==> config.mk <==
export PLATFORM = sky130hd
export DESIGN_NAME = ram_port_arbiter
export DESIGN_NICKNAME = d
export VERILOG_FILES = /design/src/rtl/ram_arb_pkg.sv /design/src/rtl/ram_port_arbiter_rr_arb2.sv /design/src/rtl/ram_port_arbiter.sv
export SDC_FILE = /design/constraint.sdc
export NUM_CORES = 1
export LEC_CHECK = 0
export CAP_MARGIN = 20
export CORE_AREA = 2 2 60 62
export CTS_CLUSTER_DIAMETER = 120
export DETAILED_ROUTE_END_ITERATION = 10
export DIE_AREA = 0 0 62 64
export PLACE_DENSITY = 0.77
export SYNTH_ARGS = -nofsm -noshare
export SYNTH_HDL_FRONTEND = slang
export SYNTH_SLANG_ARGS = --single-unit
==> constraint.sdc <==
create_clock -name clk -period 1.7 [get_ports clk]
set_input_delay 0.34 -clock clk [delete_from_list [all_inputs] [get_ports clk]]
set_output_delay 0.34 -clock clk [all_outputs]
set_load 0.03 [all_outputs]
==> src/rtl/ram_arb_pkg.sv <==
// Shared types and defaults for the two-requester RAM port arbiter.
// Optional burst lock is enabled by defining RAM_ARB_LOCK_EN.
package ram_arb_pkg;

   localparam int ADDR_W_DEF = 6;
   localparam int DATA_W_DEF = 8;
   localparam int NUM_REQ    = 2;

   typedef logic req_id_t;

   localparam req_id_t REQ0 = 1'b0;
   localparam req_id_t REQ1 = 1'b1;

   // The requester that did not win last time gets first pick on contention.
   function automatic req_id_t rr_pick(input logic [NUM_REQ-1:0] req_vec,
                                       input req_id_t last_gnt);
      req_id_t pick;
      pick = REQ0;
      if (req_vec[REQ0] && req_vec[REQ1])
         pick = ~last_gnt;
      else if (req_vec[REQ1])
         pick = REQ1;
      return pick;
   endfunction

endpackage

==> src/rtl/ram_port_arbiter_rr_arb2.sv <==
// Two-way round-robin arbiter with a priority pointer and, when
// RAM_ARB_LOCK_EN is defined, burst-lock hold for the current winner.
module rr_arb2
   import ram_arb_pkg::*;
(
   input  logic                 clk,
   input  logic                 rst_n,
   input  logic [NUM_REQ-1:0]   req_vec,
`ifdef RAM_ARB_LOCK_EN
   input  logic [NUM_REQ-1:0]   lock_vec,
`endif
   output logic [NUM_REQ-1:0]   gnt_vec,
   output logic                 any_gnt,
   output req_id_t              win_id
);

   req_id_t last_gnt_reg;
   req_id_t last_gnt_next;
`ifdef RAM_ARB_LOCK_EN
   logic    hold_reg;
   logic    hold_next;
`endif

   always_ff @(posedge clk or negedge rst_n) begin
      if (!rst_n) begin
         last_gnt_reg <= REQ1;
`ifdef RAM_ARB_LOCK_EN
         hold_reg     <= 1'b0;
`endif
      end else begin
         last_gnt_reg <= last_gnt_next;
`ifdef RAM_ARB_LOCK_EN
         hold_reg     <= hold_next;
`endif
      end
   end

   always_comb begin
      any_gnt = |req_vec;
      win_id  = rr_pick(req_vec, last_gnt_reg);
`ifdef RAM_ARB_LOCK_EN
      // A locked owner keeps the grant for as long as it holds req and lock.
      if (hold_reg && req_vec[last_gnt_reg] && lock_vec[last_gnt_reg])
         win_id = last_gnt_reg;
      hold_next = any_gnt && lock_vec[win_id];
`endif
      last_gnt_next = any_gnt ? win_id : last_gnt_reg;
   end

   genvar gi;
   generate
      for (gi = 0; gi < NUM_REQ; gi++) begin : g_gnt
         assign gnt_vec[gi] = any_gnt && (win_id == req_id_t'(gi));
      end
   endgenerate

endmodule

==> src/rtl/ram_port_arbiter.sv <==
// Shares one single-port RAM between two requesters: grant, pin mux and
// read-return routing. Burst lock ports exist only with RAM_ARB_LOCK_EN.
module ram_port_arbiter
   import ram_arb_pkg::*;
#(
   parameter int ADDR_W = ADDR_W_DEF,
   parameter int DATA_W = DATA_W_DEF
) (
   input  logic              clk,
   input  logic              rst_n,
   input  logic              req0,
   input  logic              req1,
   input  logic              we0,
   input  logic              we1,
   input  logic [ADDR_W-1:0] addr0,
   input  logic [ADDR_W-1:0] addr1,
   input  logic [DATA_W-1:0] wdata0,
   input  logic [DATA_W-1:0] wdata1,
`ifdef RAM_ARB_LOCK_EN
   input  logic              lock0,
   input  logic              lock1,
`endif
   output logic              gnt0,
   output logic              gnt1,
   output logic              rvalid0,
   output logic              rvalid1,
   output logic [DATA_W-1:0] rdata0,
   output logic [DATA_W-1:0] rdata1,
   output logic [DATA_W-1:0] ram_data,
   output logic [ADDR_W-1:0] ram_wr_addr,
   output logic [ADDR_W-1:0] ram_rd_addr,
   output logic              ram_wr_en,
   input  logic [DATA_W-1:0] ram_q
);

   logic [NUM_REQ-1:0] req_vec;
   logic [NUM_REQ-1:0] gnt_vec;
   logic               any_gnt;
   req_id_t            win_id;

   logic [ADDR_W-1:0]  addr_arr  [NUM_REQ];
   logic [DATA_W-1:0]  wdata_arr [NUM_REQ];
   logic [NUM_REQ-1:0] we_vec;
   logic [NUM_REQ-1:0] rvalid_vec;
   logic [DATA_W-1:0]  rdata_arr [NUM_REQ];

   assign req_vec      = {req1, req0};
   assign we_vec       = {we1, we0};
   assign addr_arr[0]  = addr0;
   assign addr_arr[1]  = addr1;
   assign wdata_arr[0] = wdata0;
   assign wdata_arr[1] = wdata1;

   rr_arb2 u_arb (
      .clk     (clk),
      .rst_n   (rst_n),
      .req_vec (req_vec),
`ifdef RAM_ARB_LOCK_EN
      .lock_vec({lock1, lock0}),
`endif
      .gnt_vec (gnt_vec),
      .any_gnt (any_gnt),
      .win_id  (win_id)
   );

   assign gnt0 = gnt_vec[0];
   assign gnt1 = gnt_vec[1];

   // Pins are forced to zero when idle so the RAM sees a quiet bus.
   always_comb begin
      ram_wr_addr = '0;
      ram_rd_addr = '0;
      ram_data    = '0;
      ram_wr_en   = 1'b0;
      if (any_gnt) begin
         ram_wr_addr = addr_arr[win_id];
         ram_rd_addr = addr_arr[win_id];
         ram_data    = wdata_arr[win_id];
         ram_wr_en   = we_vec[win_id];
      end
   end

   logic    pend_valid_reg;
   logic    pend_valid_next;
   req_id_t pend_id_reg;
   req_id_t pend_id_next;

   assign pend_valid_next = any_gnt && !we_vec[win_id];
   assign pend_id_next    = win_id;

   // Tracks which requester owns the RAM output presented after this edge.
   always_ff @(posedge clk or negedge rst_n) begin
      if (!rst_n) begin
         pend_valid_reg <= 1'b0;
         pend_id_reg    <= REQ0;
      end else begin
         pend_valid_reg <= pend_valid_next;
         pend_id_reg    <= pend_id_next;
      end
   end

   genvar gi;
   generate
      for (gi = 0; gi < NUM_REQ; gi++) begin : g_ret
         logic              rvalid_reg;
         logic [DATA_W-1:0] rdata_reg;
         logic              hit_next;

         assign hit_next = pend_valid_reg && (pend_id_reg == req_id_t'(gi));

         always_ff @(posedge clk or negedge rst_n) begin
            if (!rst_n) begin
               rvalid_reg <= 1'b0;
               rdata_reg  <= '0;
            end else begin
               rvalid_reg <= hit_next;
               if (hit_next)
                  rdata_reg <= ram_q;
            end
         end

         assign rvalid_vec[gi] = rvalid_reg;
         assign rdata_arr[gi]  = rdata_reg;
      end
   endgenerate

   assign rvalid0 = rvalid_vec[0];
   assign rvalid1 = rvalid_vec[1];
   assign rdata0  = rdata_arr[0];
   assign rdata1  = rdata_arr[1];

endmodule

==> metrics.cfg <==
[clock_network]
clockBufferDepth = 2
cts_tree = built
cts_buffers = 3
clk_latency_ps = 300
clk_pin_slew_worst_paths_ps = 110
htree_levels = 1
cts_sinks = 21
cts-root-buf = clkbuf_4

[sta]
tightest_slew_ps = 436
fin_hold_ws_ps = 377
layout_min_cycle_time_ps = 1870
slew_headroom = 0.709
rsz0062_at_grt = yes
finalClockSkew_ps = 4.80
finalSetupTns_ps = -3110
finalCritPeriodShare = 1.10
setup_viol = 22
final_max_slew_viol_count = 0
hold_viol = 0
clock.fmax_ghz = 0.536
worst_slack_ps = -167

[yosys]
yosys.area.top_type = dfrtp_1
synth.distinct_cells = 17
syn-cell-area_sq_um = 1030
synth_top_area_frac = 0.488
syn-mean-instance-area_sq_um = 13.5
synth_area_leaders = dfrtp_1, mux2_1, a32o_1
synth-seq-cells = 21
ys_warn_count = 0
syn-num-nets = 118
synthCells = 76
yosysSeqAreaShare = 0.513

[power_and_ir_drop]
switchingPower_uw = 730
p_leak_nw = 1.06
fin_total_pwr_mw = 1.91
intPower_mw = 1.18
power_density_nw_per_um2 = 946
ir_worst_vdd_mv = 0.368
power_frac_comb = 0.529
p_clk_frac = 0.119
pwr-share-seq = 0.352
power_switching_share = 0.383

[cells_and_area]
n_antenna_cell = 0
layout_commonest_cell = clkdlybuf4s50_1
layout_common_cells = clkdlybuf4s50_1, buf_6, dfrtp_1
area_delta_synth_final_pct = 96.5
stdcell_count = 207
drive_gt1_frac = 0.335
layout.nets = 204

[grt]
grt_pass1_wl_um = 4440
first_global_vias = 983
gr-total-overflow = 0
grt_usage = 0.149
grt_max_degree = 22
antenna_found_initial = 0

[die]
start_util = 0.312
ios = 83
die_y_um = 64
fp.dieW_um = 62
core_area_sq_um = 3280
die-area_sq_um = 3970
std_cell_rows = 21

[worst_setup_path]
r2r_slack_ps = 470
crit_arrival_ps = 1530
worstRegToRegCells = 4
worst-path-max-fanout = 5
r2r_start = u_arb.last_gnt_reg
end_kind = primary output
cp-start-kind = flop
r2r_end = pend_valid_reg
crit_type = flop to primary output
crit_required_ps = 1360

[detailed_routing]
ant_nets = 0
drt_wl_total_um = 3150
dr.first_iter.drc_count = 12
first_pass_iters = 4
detail_route.wl_per_cell_um = 15.2
viasPerCell = 4.70
vias = 972
drc_errors = 0

[place]
pre_cts_ws_ps = -232
io_buffers = 82
placed_cells = 197
dpl.hpwl_um = 2260
gp_congestion = 0.798

[run_status]
status = finished with violations
violations = negative setup slack

[flow_run]
drv_cap = 0

[min_path]
min_path_type = primary input to asynchronous set/reset pin

-- worst max-delay path by stage --
stage | startpoint | to | depth (start not counted)
floorplan | u_arb.last_gnt_reg | ram_wr_addr[0] | 5
global placement | req1 | ram_wr_addr[4] | 5
detailed placement | req1 | ram_rd_addr[4] | 5
CTS | u_arb.last_gnt_reg | ram_rd_addr[4] | 4
global route | u_arb.last_gnt_reg | ram_wr_addr[2] | 4
finish | u_arb.last_gnt_reg | ram_rd_addr[4] | 4
-- critical path: stages, from the launching register on --
cell and delay (ps):
dfstp_2 590, nand2b_4 160, buf_6 120, a32o_2 210, buf_6 140
-- power groups by stage --
stage | combinational (mW) | sequential [mW] | clock (mW)
after floorplan | 0.317 | 0.901 | 0
after global placement | 0.952 | 0.680 | 0
after CTS | 1.02 | 0.676 | 0.242
after detailed placement | 0.963 | 0.688 | 0
final | 1.01 | 0.672 | 0.226
after global routing | 1.06 | 0.683 | 0.266
-- routing by layer --
layer  global-route usage  vias to the layer above  part of all wire
met5                    0                        -                 0
met4               0.0399                        0            0.0051
met3               0.0324                        2              0.10
met2                0.270                       73              0.50
met1                0.168                      443              0.39
li1                     -                      454                 -
-- repair_timing --
action	CTS	global route
pin swaps	11	3
endpoints found under the setup margin	24	38
hold buffers	0	0
setup buffers	4	0
cloned	2	1
resized for setup	26	26
-- cell families after synthesis --
kind of cell	Yosys count	share of synthesized area
flops	21	0.513
compound gates	19	0.179
mux	16	0.176
buf+inv	15	0.106
simple gates	5	0.0256
-- stage by stage --
step                      instance area [sq um]   util
after floorplan                            1030      -
after global placement                     1810  0.550
after detailed placement                   1810  0.550
after CTS                                  1950  0.594
after global routing                       2020  0.614
final                                      2020  0.614
-- synth_stat cells --
cell and instances:
a21boi_1 1, a21boi_2 1, a21oi_1 1, a32o_1 16
and2_1 1, buf_2 3, buf_4 6, buf_6 2
buf_8 1, dfrtp_1 20, dfstp_2 1, inv_1 3
mux2_1 16, nand2_1 1, nand2b_1 1, nor2_1 1
nor2b_1 1
-- layout make-up --
type                       instances  area (sq um)
clock buffer                       3          22.5
clock inverter                     1          5.00
fill                             257          1270
inverter                           3          11.3
multi-input combinational         40           423
sequential                        21           527
tap                               46          57.6
timing repair buffer              93           970
Note: power is estimated with default switching activity, not from simulation.
